==> src/rtl/audio_playback_scheduler_if.sv <==
// Sample-memory read port shared by both playback channels.
// The master issues mem_rd/mem_addr; read data follows one cycle later.
interface audio_playback_scheduler_if #(
    parameter int ADDR_W = 12,
    parameter int DATA_W = 8
) ();
    logic              mem_rd;
    logic [ADDR_W-1:0] mem_addr;
    logic [DATA_W-1:0] mem_data;

    modport master (output mem_rd, output mem_addr, input mem_data);
    modport slave  (input mem_rd, input mem_addr, output mem_data);
endinterface

==> src/rtl/audio_playback_scheduler.sv <==
// Two-channel sample player sharing one 1-cycle-latency memory port.
// A common prescaler sets the sample rate; each channel plays a region once or in a loop.
module audio_playback_scheduler #(
    parameter int ADDR_W   = 12,
    parameter int DATA_W   = 8,
    parameter int PRESCALE = 7000
) (
    input  logic                 clk,
    input  logic                 Reset,
    input  logic [1:0]           start,
    input  logic [1:0]           stop,
    input  logic [1:0]           loop,
    input  logic [ADDR_W-1:0]    base_l,
    input  logic [ADDR_W-1:0]    len_l,
    input  logic [ADDR_W-1:0]    base_r,
    input  logic [ADDR_W-1:0]    len_r,
    audio_playback_scheduler_if.master mem,
    output logic [DATA_W-1:0]    sample_l,
    output logic [DATA_W-1:0]    sample_r,
    output logic [1:0]           busy,
    output logic [1:0]           done
);

    localparam int PW = (PRESCALE > 1) ? $clog2(PRESCALE) : 1;
    localparam logic [PW-1:0]     PRE_LAST = PW'(PRESCALE - 1);
    localparam logic [PW-1:0]     PRE_ONE  = {{(PW-1){1'b0}}, 1'b1};
    localparam logic [ADDR_W-1:0] A_ONE    = {{(ADDR_W-1){1'b0}}, 1'b1};
    localparam logic [DATA_W-1:0] SILENCE  = {1'b1, {(DATA_W-1){1'b0}}};

    typedef enum logic [1:0] {
        F_IDLE = 2'd0,
        F_READ = 2'd1,
        F_CAP  = 2'd2
    } fstate_t;

    fstate_t fst_q, fst_d;

    logic [PW-1:0] pre_q, pre_d;
    logic          tick_s;

    logic [1:0] play_q, play_d;
    logic [1:0] pend_q, pend_d;
    logic [1:0] hold_q, hold_d;
    logic [1:0] done_q, done_d;
    logic [1:0] lp_q, lp_d;
    // Channel that wins the next contested arbitration (0 = left)
    logic       prio_q, prio_d;
    logic       ch_q, ch_d;
    logic       valid_q, valid_d;
    logic       rd_q, rd_d;
    logic [ADDR_W-1:0] addr_q, addr_d;

    logic [1:0][ADDR_W-1:0] ptr_q, ptr_d;
    logic [1:0][ADDR_W-1:0] rem_q, rem_d;
    logic [1:0][ADDR_W-1:0] base_q, base_d;
    logic [1:0][ADDR_W-1:0] len_q, len_d;
    logic [1:0][DATA_W-1:0] smp_q, smp_d;

    logic [1:0][ADDR_W-1:0] base_in_s;
    logic [1:0][ADDR_W-1:0] len_in_s;
    logic [1:0] start_ok_s;
    logic [1:0] kill_s;
    logic [1:0] eff_pend_s;
    logic       win_s;
    logic       ci_s;

    assign base_in_s = {base_r, base_l};
    assign len_in_s  = {len_r, len_l};

    // Free-running sample-rate prescaler
    always_comb begin
        tick_s = (pre_q == PRE_LAST);
        if (tick_s) begin
            pre_d = '0;
        end else begin
            pre_d = pre_q + PRE_ONE;
        end
    end

    // Per-channel start/stop qualification and effective pending requests
    always_comb begin
        start_ok_s = 2'b00;
        for (int c = 0; c < 2; c++) begin
            start_ok_s[c] = start[c] & ~stop[c] & (len_in_s[c] != '0);
        end
        // A start or stop cancels any request that has not yet reached the memory
        kill_s     = stop | start_ok_s;
        eff_pend_s = (pend_q | ({2{tick_s}} & play_q)) & ~kill_s;
    end

    // Fetch FSM, arbitration, capture and channel control next-state
    always_comb begin
        fst_d   = fst_q;
        prio_d  = prio_q;
        ch_d    = ch_q;
        valid_d = valid_q;
        rd_d    = 1'b0;
        addr_d  = addr_q;
        play_d  = play_q;
        hold_d  = hold_q;
        done_d  = 2'b00;
        pend_d  = eff_pend_s;
        lp_d    = lp_q;
        ptr_d   = ptr_q;
        rem_d   = rem_q;
        base_d  = base_q;
        len_d   = len_q;
        smp_d   = smp_q;
        win_s   = 1'b0;
        ci_s    = 1'b0;

        case (fst_q)
            F_IDLE: begin
                if (|eff_pend_s) begin
                    // Priority only rotates when both channels actually contend
                    if (&eff_pend_s) begin
                        win_s  = prio_q;
                        prio_d = ~prio_q;
                    end else begin
                        win_s  = eff_pend_s[1];
                    end
                    pend_d[win_s] = 1'b0;
                    rd_d          = 1'b1;
                    addr_d        = ptr_q[win_s];
                    ch_d          = win_s;
                    valid_d       = 1'b1;
                    fst_d         = F_READ;
                end else begin
                    fst_d = F_IDLE;
                end
            end
            F_READ: begin
                valid_d = valid_q & ~kill_s[ch_q];
                fst_d   = F_CAP;
            end
            F_CAP: begin
                valid_d = 1'b0;
                fst_d   = F_IDLE;
                if (valid_q && !kill_s[ch_q]) begin
                    smp_d[ch_q] = mem.mem_data;
                    ptr_d[ch_q] = ptr_q[ch_q] + A_ONE;
                    rem_d[ch_q] = rem_q[ch_q] - A_ONE;
                    if (rem_q[ch_q] == A_ONE) begin
                        if (lp_q[ch_q]) begin
                            ptr_d[ch_q] = base_q[ch_q];
                            rem_d[ch_q] = len_q[ch_q];
                        end else begin
                            play_d[ch_q] = 1'b0;
                            done_d[ch_q] = 1'b1;
                            hold_d[ch_q] = 1'b1;
                        end
                    end else begin
                        play_d[ch_q] = play_q[ch_q];
                    end
                end else begin
                    smp_d[ch_q] = smp_q[ch_q];
                end
            end
            default: begin
                fst_d   = F_IDLE;
                valid_d = 1'b0;
            end
        endcase

        for (int c = 0; c < 2; c++) begin
            ci_s = c[0];
            // A finished one-shot holds its last sample until the following tick
            if (tick_s && hold_q[ci_s]) begin
                smp_d[ci_s]  = SILENCE;
                hold_d[ci_s] = 1'b0;
            end else begin
                hold_d[ci_s] = hold_d[ci_s];
            end
            if (stop[ci_s]) begin
                play_d[ci_s] = 1'b0;
                hold_d[ci_s] = 1'b0;
                smp_d[ci_s]  = SILENCE;
            end else if (start_ok_s[ci_s]) begin
                play_d[ci_s] = 1'b1;
                hold_d[ci_s] = 1'b0;
                ptr_d[ci_s]  = base_in_s[ci_s];
                rem_d[ci_s]  = len_in_s[ci_s];
                base_d[ci_s] = base_in_s[ci_s];
                len_d[ci_s]  = len_in_s[ci_s];
                lp_d[ci_s]   = loop[ci_s];
            end else begin
                play_d[ci_s] = play_d[ci_s];
            end
        end
    end

    // State registers
    always_ff @(posedge clk) begin
        if (Reset) begin
            fst_q   <= F_IDLE;
            pre_q   <= '0;
            prio_q  <= 1'b0;
            ch_q    <= 1'b0;
            valid_q <= 1'b0;
            rd_q    <= 1'b0;
            addr_q  <= '0;
            play_q  <= 2'b00;
            pend_q  <= 2'b00;
            hold_q  <= 2'b00;
            done_q  <= 2'b00;
            lp_q    <= 2'b00;
            ptr_q   <= '0;
            rem_q   <= '0;
            base_q  <= '0;
            len_q   <= '0;
            smp_q   <= {SILENCE, SILENCE};
        end else begin
            fst_q   <= fst_d;
            pre_q   <= pre_d;
            prio_q  <= prio_d;
            ch_q    <= ch_d;
            valid_q <= valid_d;
            rd_q    <= rd_d;
            addr_q  <= addr_d;
            play_q  <= play_d;
            pend_q  <= pend_d;
            hold_q  <= hold_d;
            done_q  <= done_d;
            lp_q    <= lp_d;
            ptr_q   <= ptr_d;
            rem_q   <= rem_d;
            base_q  <= base_d;
            len_q   <= len_d;
            smp_q   <= smp_d;
        end
    end

    assign mem.mem_rd   = rd_q;
    assign mem.mem_addr = addr_q;
    assign sample_l     = smp_q[0];
    assign sample_r     = smp_q[1];
    assign busy         = play_q;
    assign done         = done_q;

endmodule

==> src/flat_wrapper.sv <==
// flat-port wrapper written by rule: the top's interface ports become plain ports
module audio_playback_scheduler_flat 
#(
    parameter int ADDR_W   = 12,
    parameter int DATA_W   = 8,
    parameter int PRESCALE = 7000
)
  (clk, Reset, start, stop, loop, base_l, len_l, base_r, len_r, sample_l, sample_r, busy, done, mem_mem_rd, mem_mem_addr, mem_mem_data);
  audio_playback_scheduler_if #(.ADDR_W(ADDR_W), .DATA_W(DATA_W)) mem_i ();
  input  logic clk;
  input  logic Reset;
  input  logic [1:0] start;
  input  logic [1:0] stop;
  input  logic [1:0] loop;
  input  logic [ADDR_W-1:0] base_l;
  input  logic [ADDR_W-1:0] len_l;
  input  logic [ADDR_W-1:0] base_r;
  input  logic [ADDR_W-1:0] len_r;
  output logic [DATA_W-1:0] sample_l;
  output logic [DATA_W-1:0] sample_r;
  output logic [1:0] busy;
  output logic [1:0] done;
  output wire logic [$bits(mem_i.mem_rd)-1:0] mem_mem_rd;
  output wire logic [$bits(mem_i.mem_addr)-1:0] mem_mem_addr;
  input wire logic [$bits(mem_i.mem_data)-1:0] mem_mem_data;
  assign mem_mem_rd = mem_i.mem_rd;
  assign mem_mem_addr = mem_i.mem_addr;
  assign mem_i.mem_data = mem_mem_data;
  audio_playback_scheduler #(.ADDR_W(ADDR_W), .DATA_W(DATA_W), .PRESCALE(PRESCALE)) u_core (.clk(clk), .Reset(Reset), .start(start), .stop(stop), .loop(loop), .base_l(base_l), .len_l(len_l), .base_r(base_r), .len_r(len_r), .mem(mem_i), .sample_l(sample_l), .sample_r(sample_r), .busy(busy), .done(done));
endmodule
==> config.mk <==
export PLATFORM = sky130hd
export DESIGN_NAME = audio_playback_scheduler_flat
export DESIGN_NICKNAME = d
export VERILOG_FILES = /design/src/rtl/audio_playback_scheduler_if.sv /design/src/rtl/audio_playback_scheduler.sv /design/src/flat_wrapper.sv
export SDC_FILE = /design/constraint.sdc
export NUM_CORES = 1
export LEC_CHECK = 0
export ABC_CLOCK_PERIOD_IN_PS = 6780
export CORE_UTILIZATION = 50
export CTS_BUF_LIST = sky130_fd_sc_hd__clkbuf_4 sky130_fd_sc_hd__clkbuf_8 sky130_fd_sc_hd__clkbuf_16
export DETAILED_ROUTE_END_ITERATION = 10
export GPL_ROUTABILITY_DRIVEN = 1
export PLACE_DENSITY = 0.73
export SLEW_MARGIN = 20
export SYNTH_ARGS = -nofsm -noshare
export SYNTH_HDL_FRONTEND = slang
export SYNTH_SLANG_ARGS = --single-unit
==> constraint.sdc <==
create_clock -name clk -period 6.78 [get_ports clk]
set_input_delay 0.678 -clock clk [delete_from_list [all_inputs] [get_ports clk]]
set_output_delay 0.678 -clock clk [all_outputs]
set_load 0.01 [all_outputs]
After elaboration in Yosys (flattened, before gate mapping)
Cells that the tools add are included.

Add/subtract/negate cells: 3. Order comparisons: 4. Eq/ne operators: 7. Mux-type cells: 66. Bitwise operators: 24. Reduce and logical (&&, ||, !) cells: 31.

Operators with widths (number): two-way mux 12 bit (19); two-way mux 24 bit (8); bitwise mux 24 bit (4); bitwise mux 16 bit (2); two-way mux 8 bit (3); nonzero test 12 bit (2); two-way mux 1 bit (16); two-way mux 16 bit (1); adder 13 x 1 -> 13 bit (second input constant) (1); equality test 13 bit (second input constant) (1); adder 12 x 1 -> 12 bit (second input constant) (1); demux 12 bit (select 1 bit) (1); equality test 12 x 1 -> 1 bit (second input constant) (1); two-way mux 2 bit (6); subtractor 12 x 1 -> 12 bit (second input constant) (1); OR reduction 2 bit (5); NOT 1 bit (9); bitwise AND 2 bit (4); demux 8 bit (select 1 bit) (1); AND reduction 2 bit (4); AND reduction 4 bit (2); nonzero test 2 bit (4); OR reduction 4 bit (2); inequality test 3 x 2 -> 1 bit (second input constant) (2); 18 further kinds (35).

Register bits after elaboration: 153. Bits of input ports: 64. Output and inout bits: 33. Word-level logic and storage cells: 160.

Depth between registers and ports, before layout
Gate-level depths: netlist of the first run.

Depth after elaboration: 18. Depth in mapped cells: 15.

Worst setup path after synthesis of the first run
OpenSTA, ideal clock, no wires.

Path kind: register to register. Start: register u_core.ch_q. End: register u_core.rem_q[17] in the netlist's numbering. Arrival: 2802 ps. Setup slack: 3846 ps. Cell stages (with the launch flop): 14. Buffers on the path: 5. Period minus slack after synthesis: 2934 ps. Path through: dfxtp_1 buf_6 buf_6 buf_2 buf_2 buf_2 mux2i_1 ha_1 o221ai_2 or4_1 nor2_1 nor3_1 a211oi_1 nor3_1.

Longest elaborated chain between the ends: 12. Elaborated cells between the ends (all ways): 25. Those cells by class: add/sub (1); order compare (2); eq/ne (1); mux (18); reduce/logical (3).

RTL lines: start: declaration (RTL line audio_playback_scheduler.sv:48) `logic ch_q, ch_d;`; start signal: assignment (RTL line audio_playback_scheduler.sv:216) `ch_q <= ch_d;`; parallel branches: the longest is 8 deep, another holds subtractor 12 x 1 -> 12 bit; two-way mux 24 bit (*) (RTL line audio_playback_scheduler.sv:139) `if (valid_q && !kill_s[ch_q]) begin`; two-way mux 24 bit (*) (RTL line audio_playback_scheduler.sv:112) `case (fst_q)`; two-way mux 12 bit (RTL line audio_playback_scheduler.sv:178) `end else if (start_ok_s[ci_s]) begin`; two-way mux 12 bit (*) (RTL line audio_playback_scheduler.sv:174) `if (stop[ci_s]) begin`; end signal: assignment (RTL line audio_playback_scheduler.sv:226) `rem_q <= rem_d;`; end: declaration (RTL line audio_playback_scheduler.sv:54) `logic [1:0][ADDR_W-1:0] rem_q, rem_d;`.

Mark *: on every way between the ends. The select of a mux whose other input is x is not followed. A chain may end at the register's enable or synchronous reset.

Worst setup path in the final report of the first run
Start: register u_core.ch_q. End: register u_core.ptr_q[0] in the netlist's numbering.

Longest elaborated chain between the ends: 12. Elaborated cells between the ends (all ways): 27. Those cells by class: add/sub (1); order compare (2); eq/ne (1); mux (20); reduce/logical (3).

RTL lines: parallel branches: the longest is 8 deep, another holds adder 12 x 1 -> 12 bit; two-way mux 24 bit (*) (RTL line audio_playback_scheduler.sv:139); two-way mux 24 bit (*) (RTL line audio_playback_scheduler.sv:112); two-way mux 12 bit (RTL line audio_playback_scheduler.sv:178); two-way mux 12 bit (*) (RTL line audio_playback_scheduler.sv:174); end signal: assignment (RTL line audio_playback_scheduler.sv:225) `ptr_q <= ptr_d;`; end: declaration (RTL line audio_playback_scheduler.sv:53) `logic [1:0][ADDR_W-1:0] ptr_q, ptr_d;`.

Marked as above.

==> results.toml, run 1 <==
[routing]
firstDrtPassIters = 8
ant_nets = 0
wl_per_cell_um = 17.91
via_per_inst = 5.904
vias = 7162
drc = 0
drt_iter0_drc = 656
wirelength_mm = 21.72

[setup_path]
cp.required_ns = 7.07
crit_type = "register to register"
critPathArrivalTime_ns = 3.86
start_kind = "register"
r2r_cells = 10
worst-path-max-fanout = 57
rr_endpoint = "u_core.ptr_q[0]"
crit_start = "u_core.ch_q"
endpoint_kind = "register"
timing.rr.start = "u_core.ch_q"
crit_end = "u_core.ptr_q[0]"
worst-r2r-setup-slack_ns = 3.21

[global_route]
grt_overflow = 0
grt_max_degree = 58
grt_pass1_wl_mm = 34.75
track_usage_pct = 29.79
grt_pass1_vias = 6558
antenna_found_initial = 0

[synthesis]
synthArstFlopShare_pct = 0
yosys_warnings = 0
ys_seq_elements = 153
synth_ff_type = "dfxtp_1"
syn_area_um2 = 7421
yosysSeqAreaShare_pct = 41.27
synth_edf_count = 0
netlist_instances = 950
synth_area_per_cell_um2 = 7.811
ys_types = 70
syn_nets = 1018

[finish]
drive_above_1_share_pct = 7.872
syn_to_final_growth_pct = 21.88
stdcell_count = 1213
multiInputGateArea_um2 = 4058
diodes = 0
fill_cells = 1306
fin_area_um2 = 9045
seq_area_um2 = 3064
nets = 1084

[timing]
fin_crit_sh_pct = 52.66
worst_slack_ns = 3.210
setup_viol = 0
hold_viol = 0
worstMarginPinSlew_ns = 0.9788
skew_ns = 0.007147
fmax_mhz = 280.1
rsz0062_at_grt = "no"
tns_ns = 0
fin_crit_ns = 3.570
maxSlewViolCount = 0
slew_headroom_pct = 34.47

[clock_network]
cts_tree = "yes"
ctsHoldBuffers = 0
clock_latency_ns = 0.43
clk_pin_slew_ns = 0.06
cts_buffers = 17
cts_setup_buffers = 0
cts_resized = 0
cts.path.max_buffers = 2
cts_root_buf = "clkbuf_16"
cts.sinks = 153
cts_htree_levels = 4

[floorplan]
dieArea_um2 = 15330
die_h_um = 123.8
core_area_um2 = 14530
io_pins = 97
row_count = 44
die_w_um = 123.8
initial_core_util_pct = 51.06

[power]
ir_drop_mv = 0.1838
leakage_nw = 3.090
powerDensity_nw_per_um2 = 234.9

[run]
max_cap_viol_count = 0

[place]
place_area_um2 = 8439
gp_congestion = 0.9015
placedCellCount = 1181
portBuffers = 96
dpl.hpwl_mm = 15.13
pre_cts_ws_ns = 3.214

[status]
outcome = "finished clean"

[hold_path]
hp-class = "register to register"
==> report_power, final <==
part | total [mW] | switching (mW) | leakage (nW) | internal (mW)
clock | 0.953 | 0.379 | 0.289 | 0.574
sequential | 0.964 | 0.0331 | 1.25 | 0.931
combinational | 0.208 | 0.117 | 1.55 | 0.0913
==> worst min-delay path by stage <==
| stage | depth (start not counted) | startpoint | slack [ns] | endpoint |
|---|---|---|---|---|
| floorplan | 1 | u_core.pre_q[0] | 0.43 | u_core.pre_q[0] |
| finish | 2 | u_core.len_q[1] | 0.45 | u_core.len_q[1] |
| global route | 2 | u_core.len_q[19] | 0.47 | u_core.len_q[19] |
| detailed placement | 2 | u_core.base_q[19] | 0.45 | u_core.base_q[19] |
| global placement | 2 | u_core.base_q[6] | 0.44 | u_core.base_q[6] |
| CTS | 2 | u_core.base_q[19] | 0.46 | u_core.base_q[19] |
==> flip-flops by register name, indices dropped and copies added (netlist names), 2 cells and up <==
signal and flops:
u_core.base_q 24, u_core.busy 2, u_core.done 2, u_core.fst_q 2
u_core.hold_q 2, u_core.len_q 24, u_core.lp_q 2, u_core.mem.mem_addr 12
u_core.pend_q 2, u_core.pre_q 13, u_core.ptr_q 24, u_core.rem_q 24
u_core.sample_l 8, u_core.sample_r 8
==> logic make-up after synthesis <==
kind of cell | synth area share (%)
and+or+nand+nor | 24.92
AOI/OAI and AO/OA | 21.73
DFF | 41.27
buffers and inverters | 4.333
xor gates and xnor gates | 3.305
muxes | 3.760
adders and majority gates | 0.6744
==> worst max-delay path, cell delays in order, from the launching register on <==
cell and delay (ns):
dfxtp_2 0.31, buf_4 0.49, mux2i_1 0.32, ha_1 0.21, o221ai_2 0.22, nor4b_4 0.87, buf_4 0.39, nor2_1 0.14
a211o_1 0.28, o211ai_1 0.08, a21oi_1 0.08
==> synth_stat cells, types with 4 or more instances <==
cell / count / area (µm²)
buf_4: 5 / 37.54
o211ai_1: 10 / 75.07
a211o_1: 6 / 52.55
nor3_1: 18 / 90.09
buf_2: 11 / 55.05
a21o_1: 5 / 37.54
or3_1: 4 / 25.02
buf_1: 4 / 15.01
and2_1: 5 / 31.28
nor2_1: 81 / 304.0
nor4_1: 8 / 50.05
a31oi_1: 6 / 37.54
a311oi_1: 12 / 105.1
o31ai_1: 4 / 30.03
inv_1: 8 / 30.03
o221ai_1: 5 / 43.79
o21ai_0: 49 / 245.2
nand3b_1: 4 / 30.03
clkbuf_1: 41 / 153.9
xor2_1: 11 / 96.34
and3_1: 6 / 37.54
a21oi_1: 110 / 550.5
nor3_2: 6 / 60.06
xnor2_1: 17 / 148.9
mux2_2: 6 / 67.56
mux2i_1: 20 / 200.2
nand3_1: 25 / 125.1
ha_1: 4 / 50.05
o22ai_1: 6 / 37.54
nand2_1: 215 / 807.0
nand4_1: 4 / 25.02
dfxtp_1: 153 / 3063
a211oi_1: 17 / 127.6
nand4b_1: 6 / 52.55
==> cells in the final DEF, fill, tap and decap left out, types with 5 or more instances in the layout <==
cell / synthesis / layout
a211o_1: 6 / 6
a211oi_1: 17 / 17
a21o_1: 5 / 5
a21oi_1: 110 / 110
a311oi_1: 12 / 12
a31oi_1: 6 / 6
and2_1: 5 / 5
and3_1: 6 / 6
buf_4: 5 / 14
clkbuf_16: 0 / 17
clkdlybuf4s50_1: 0 / 95
dfxtp_1: 153 / 152
inv_1: 8 / 8
mux2_2: 6 / 6
mux2i_1: 20 / 20
nand2_1: 215 / 215
nand3_1: 25 / 25
nand4b_1: 6 / 6
nor2_1: 81 / 79
nor3_1: 18 / 17
nor3_2: 6 / 6
nor4_1: 8 / 8
o211ai_1: 10 / 10
o21ai_0: 49 / 49
o221ai_1: 5 / 5
o22ai_1: 6 / 6
xnor2_1: 17 / 17
xor2_1: 11 / 11
==> through the flow <==
step                hold slack (ns)  power, mW  utilization, %
global placement             0.4384      1.185           58.07
global route                 0.4744      2.199           62.23
detailed placement           0.4472      1.188           58.07
CTS                          0.4558      2.130           62.16
finish                       0.4517      2.125           62.23
floorplan                    0.4298      1.096               -
==> final cells by class <==
type                    instances  area share, %
clock buffers                  21          5.243
clock inverters                11          1.328
inverters                      10         0.4150
multi-input cells             724          44.86
flip-flops and latches        153          33.88
well taps                     184          2.545
repair buffers                110          11.73
==> per-layer routing <==
metal | routed length (µm) | GRT usage (%) | up-vias | share of wire [%]
li1 | - | - | 3478 | -
met1 | 9098 | 37.11 | 3362 | 42
met2 | 10520 | 48.65 | 261 | 48
met3 | 1222 | 5.678 | 61 | 5.6
met4 | 876 | 15.66 | 0 | 4.0
met5 | 0 | 0 | - | 0
Power figures use the tool's default switching activity.
==> run 2: changes to the inputs <==
- ABC_CLOCK_PERIOD_IN_PS: 6780 -> 3450
- clock period: 6.78 -> 3.45 ns (I/O delays scaled with it)
==> run 2 against run 1 <==
Compared with the run above: cell area increased by 1.3%; count of clock-buffer cells in the layout did not move; setup slack lost 2.8 ns; hold slack worse by 0.062 ns; combinational power grew 100%; clock skew rose by 0.0024 ns; global-route usage barely moved; highest routed layer unchanged.
==> results.toml, run 2 (synthesized netlist as in run 1, its figures left out) <==
[setup_path]
crit_type = "register to register"
critPathArrivalTime_ns = 3.33
endpoint_kind = "register"
timing.rr.start = "u_core.ch_q"
worst-r2r-setup-slack_ns = 0.41
worst-path-max-fanout = 33
start_kind = "register"
r2r_cells = 9
rr_endpoint = "u_core.rem_q[2]"
cp.required_ns = 3.74

[hold_path]
hp-start = "Reset"
worstHoldEndpoint = "u_core.base_q[22]"
holdPathStages = 2
hp-class = "input port to register"

[clock_network]
ctsHoldBuffers = 0
cts.sinks = 153
cts_tree = "yes"
clock_latency_ns = 0.42
cts_setup_buffers = 0
cts_root_buf = "clkbuf_16"
cts_htree_levels = 4
cts_resized = 0
cts.path.max_buffers = 2
clk_pin_slew_ns = 0.06
cts_buffers = 17

[routing]
drt_iter0_drc = 539
via_per_inst = 6.016
ant_nets = 0
vias = 7363
wirelength_mm = 22.03
wl_per_cell_um = 18.00
drc = 0
firstDrtPassIters = 7

[finish]
utilization_pct = 63.03
syn_to_final_growth_pct = 23.44
nets = 1095
final_cell_mix = "215 x nand2_1, 152 x dfxtp_1, 110 x a21oi_1"
final_common_cell = "nand2_1"
fill_cells = 1345
diodes = 0
drive_above_1_share_pct = 8.654

[power]
leakage_nw = 3.155
ir_drop_mv = 0.3710
powerDensity_nw_per_um2 = 463.5
total_power_mw = 4.246

[timing]
maxSlewViolCount = 0
worstMarginPinSlew_ns = 1.018
skew_ns = 0.009555
slew_headroom_pct = 31.85
rsz0062_at_grt = "no"
tns_ns = 0
setup_viol = 0
hold_viol = 0
fin_crit_ns = 3.040
fin_crit_sh_pct = 88.13
hold_ws_ns = 0.3894
fmax_mhz = 328.9

[floorplan]
initial_core_util_pct = 51.06
core_area_um2 = 14530
die_h_um = 123.8
die_w_um = 123.8
row_count = 44
dieArea_um2 = 15330
io_pins = 97

[place]
gp_congestion = 0.8943
dpl.hpwl_mm = 15.62
portBuffers = 96

[run]
max_cap_viol_count = 0

[global_route]
antenna_found_initial = 0
grt_max_degree = 81
track_usage_pct = 29.81
grt_pass1_wl_mm = 34.76
grt_overflow = 0
grt_pass1_vias = 6817

[status]
outcome = "finished clean"
run 2: cell count changes in the layout (fill, tap and decap cells not counted), sizes merged:
cell,change
bufinv,+1
buf,+11
clkinv,-1
run 2: critical path, stage by stage, from the launching register on:
cell	delay, ns
dfxtp_2	0.73
mux2i_1	0.32
ha_1	0.20
o221ai_2	0.20
nor4b_4	0.55
buf_4	0.32
nor2_1	0.13
a211o_1	0.27
o211ai_1	0.08
a21oi_1	0.09
run 2: how the worst max path moves through the flow:
stage	start	endpoint	cells after the start
after global placement	u_core.ch_q	u_core.rem_q[2]	9
final	u_core.ch_q	u_core.rem_q[2]	9
after detailed placement	len_r[6]	u_core.mem.mem_addr[10]	7
after CTS	u_core.ch_q	u_core.rem_q[2]	9
after floorplan	u_core.ch_q	u_core.rem_q[17]	13
after global routing	u_core.ch_q	u_core.rem_q[2]	8
run 2: layer usage:
layer / up-vias / share of wire, % / global-route usage, %
li1: 3507 / - / -
met1: 3491 / 41 / 36.18
met2: 308 / 49 / 50.10
met3: 57 / 6.2 / 5.357
met4: 0 / 4.3 / 15.74
met5: - / 0 / 0
run 2: per-stage QoR:
| stage | worst slack, ns | std cells | cell area (µm²) |
|---|---|---|---|
| floorplan | 0.5163 | 950 | 7421 |
| global placement | 0.4483 | 1192 | 8547 |
| detailed placement | 0.3620 | 1192 | 8547 |
| CTS | 0.4144 | 1224 | 9160 |
| global route | 0.1826 | 1224 | 9160 |
| finish | 0.4096 | 1224 | 9160 |
run 2: where the power goes:
| group | internal, mW | switching [mW] | leakage [nW] |
|---|---|---|---|
| Clock | 1.19 | 0.740 | 0.296 |
| Combinational | 0.183 | 0.233 | 1.61 |
| Sequential | 1.83 | 0.0697 | 1.25 |
| Total | 3.20 | 1.04 | 3.16 |
run 2: area by class of cell:
cell class / instances / area [µm²] / share of cell area, %
timing repair buffer: 121 / 1169 / 12.76
multi-input combinational: 724 / 4046 / 44.17
tap: 184 / 230.2 / 2.513
clock inverter: 11 / 145.1 / 1.584
clock buffer: 21 / 467.9 / 5.109
inverter: 10 / 37.54 / 0.4098
sequential: 153 / 3064 / 33.45
==> run 3: changes to the inputs <==
--- a/config.mk
+++ b/config.mk
@@ -12,2 +12,3 @@
 export GPL_ROUTABILITY_DRIVEN = 1
+export MAX_ROUTING_LAYER = met4
 export PLACE_DENSITY = 0.73
==> constraint.sdc (replaced) <==
create_clock -name clk -period 3.45 [get_ports clk]
set_input_delay 1.035 -clock clk [delete_from_list [all_inputs] [get_ports clk]]
set_output_delay 1.035 -clock clk [all_outputs]
set_load 0.01 [all_outputs]
==> run 3 against run 2 <==
Compared with the run above: clock power fell by 8%; total power shrank 3.5%; count of clock-buffer cells in the layout fell by 1; via count shrank 0.45%; global-route usage is 1.1 points higher; clock skew fell by 0.0011 ns; sequential power barely moved; wire length down 0.99%; critical path depth decreased by 2; cell area up 1.5%.
==> results.toml, run 3 (synthesized netlist as in run 1, its figures left out) <==
[timing]
worstMarginPinSlew_ns = 1.044
fin_crit_ns = 3.229
fmax_mhz = 309.7
skew_ns = 0.008470
fin_crit_sh_pct = 93.59
maxSlewViolCount = 0
setup_viol = 0
hold_viol = 0
slew_headroom_pct = 30.16
rsz0062_at_grt = "no"

[hold_path]
hp-class = "register to register"
holdPathStages = 2

[setup_path]
critPathArrivalTime_ns = 3.56
r2r_cells = 9
rr_endpoint = "u_core.rem_q[7]"
cp.required_ns = 3.78
worst-path-max-fanout = 13
crit_end = "u_core.mem.mem_addr[4]"
endpoint_kind = "register"
crit_type = "input port to register"
worstPathCellList = "clkdlybuf4s50_1, nor4_1, a31oi_1, nor3_2, and2_1, nand2_1, a311oi_1"
slowest_stage = "nor4_1"
start_kind = "input port"
worst-r2r-setup-slack_ns = 0.41
crit_start = "len_r[6]"
timing.rr.start = "u_core.ch_q"
cpPeakStageDelay_ns = 0.52

[clock_network]
cts_setup_buffers = 0
cts_root_buf = "clkbuf_16"
cts.sinks = 153
clock_latency_ns = 0.44
cts_resized = 0
ctsHoldBuffers = 0
cts_buffers = 17
cts.path.max_buffers = 2
clk_pin_slew_ns = 0.07
cts_htree_levels = 4
cts_tree = "yes"

[finish]
final_common_cell = "nand2_1"
final_cell_mix = "215 x nand2_1, 152 x dfxtp_1, 110 x a21oi_1"
syn_to_final_growth_pct = 25.32
nets = 1115
fill_cells = 1321
drive_above_1_share_pct = 10.38
fin_area_um2 = 9300
diodes = 0

[global_route]
grt_max_degree = 56
grt_pass1_wl_mm = 34.81
antenna_found_initial = 0
grt_overflow = 0
track_usage_pct = 30.94
grt_pass1_vias = 6785

[status]
outcome = "finished clean"

[floorplan]
die_h_um = 123.8
die_w_um = 123.8
dieArea_um2 = 15330
io_pins = 97
initial_core_util_pct = 51.06
row_count = 44
core_area_um2 = 14530

[place]
dpl.hpwl_mm = 15.75
place_area_um2 = 8735
gp_congestion = 0.9002
portBuffers = 96

[routing]
via_per_inst = 5.892
drc = 0
wl_per_cell_um = 17.54
firstDrtPassIters = 6
drt_iter0_drc = 663
vias = 7330
ant_nets = 0
wirelength_mm = 21.81

[power]
leakage_nw = 3.250
ir_drop_mv = 0.3536
total_power_mw = 4.097
powerDensity_nw_per_um2 = 440.5

[run]
max_cap_viol_count = 0
## run 3: changes by cell type in the layout (fill, tap and decap cells not counted), sizes merged
| cell | before | now |
|---|---|---|
| buf | 26 | 46 |
| inv | 11 | 16 |
| bufinv | 3 | 0 |
| clkbuf | 21 | 20 |
| clkinvlp | 3 | 2 |
## run 3: where the power goes
group / switching (mW) / leakage [nW] / total, mW / internal (mW)
Combinational: 0.226 / 1.73 / 0.416 / 0.190
Sequential: 0.0705 / 1.25 / 1.90 / 1.83
Clock: 0.796 / 0.274 / 1.78 / 0.985
## run 3: routing by layer
metal | part of all wire (%) | wire length (µm) | track usage [%]
met5 | 0 | 0 | -
met4 | 4.0 | 874 | 16.49
met3 | 7.0 | 1526 | 5.952
met2 | 48 | 10460 | 48.99
met1 | 41 | 8956 | 37.17
## run 3: cell type report
type	count	area [µm²]	area share (%)
multi-input cells	724	4046	43.51
flip-flops and latches	153	3064	32.95
inverters	10	37.54	0.4036
repair buffers	141	1356	14.58
well taps	184	230.2	2.475
clock inverters	12	105.1	1.130
clock buffers	20	460.4	4.951
## run 3: worst min path at each step
stage	start	endpoint	slack, ns
after floorplan	u_core.pre_q[0]	u_core.pre_q[0]	0.43
after global placement	u_core.base_q[11]	u_core.base_q[11]	0.44
after detailed placement	u_core.len_q[11]	u_core.len_q[11]	0.45
after CTS	u_core.len_q[11]	u_core.len_q[11]	0.45
after global routing	u_core.len_q[6]	u_core.len_q[6]	0.47
final	u_core.sample_r[4]	u_core.sample_r[4]	0.45
## run 3: worst max-delay path, delay by kind of cell
kind                   cells  cell delay [ns]
AOI/OAI and AO/OA          2             0.66
buffers and inverters      1             0.44
and+or+nand+nor            4             1.42
## run 3: metrics by stage
| stage | instances | setup slack, ns | TNS, ns | hold WS, ns | utilization (%) |
|---|---|---|---|---|---|
| 6_report | 1244 | 0.2212 | 0 | 0.4515 | 63.99 |
| 5_1_grt | 1244 | 0.04209 | 0 | 0.4674 | 63.99 |
| 4_1_cts | 1244 | 0.3035 | 0 | 0.4540 | 63.99 |
| 3_5_place_dp | 1212 | -0.1584 | -0.9650 | 0.4457 | 60.10 |
| 3_3_place_gp | 1212 | -0.03620 | -0.3797 | 0.4388 | 60.10 |
| 2_1_floorplan | 950 | 0.5163 | 0 | 0.4298 | - |
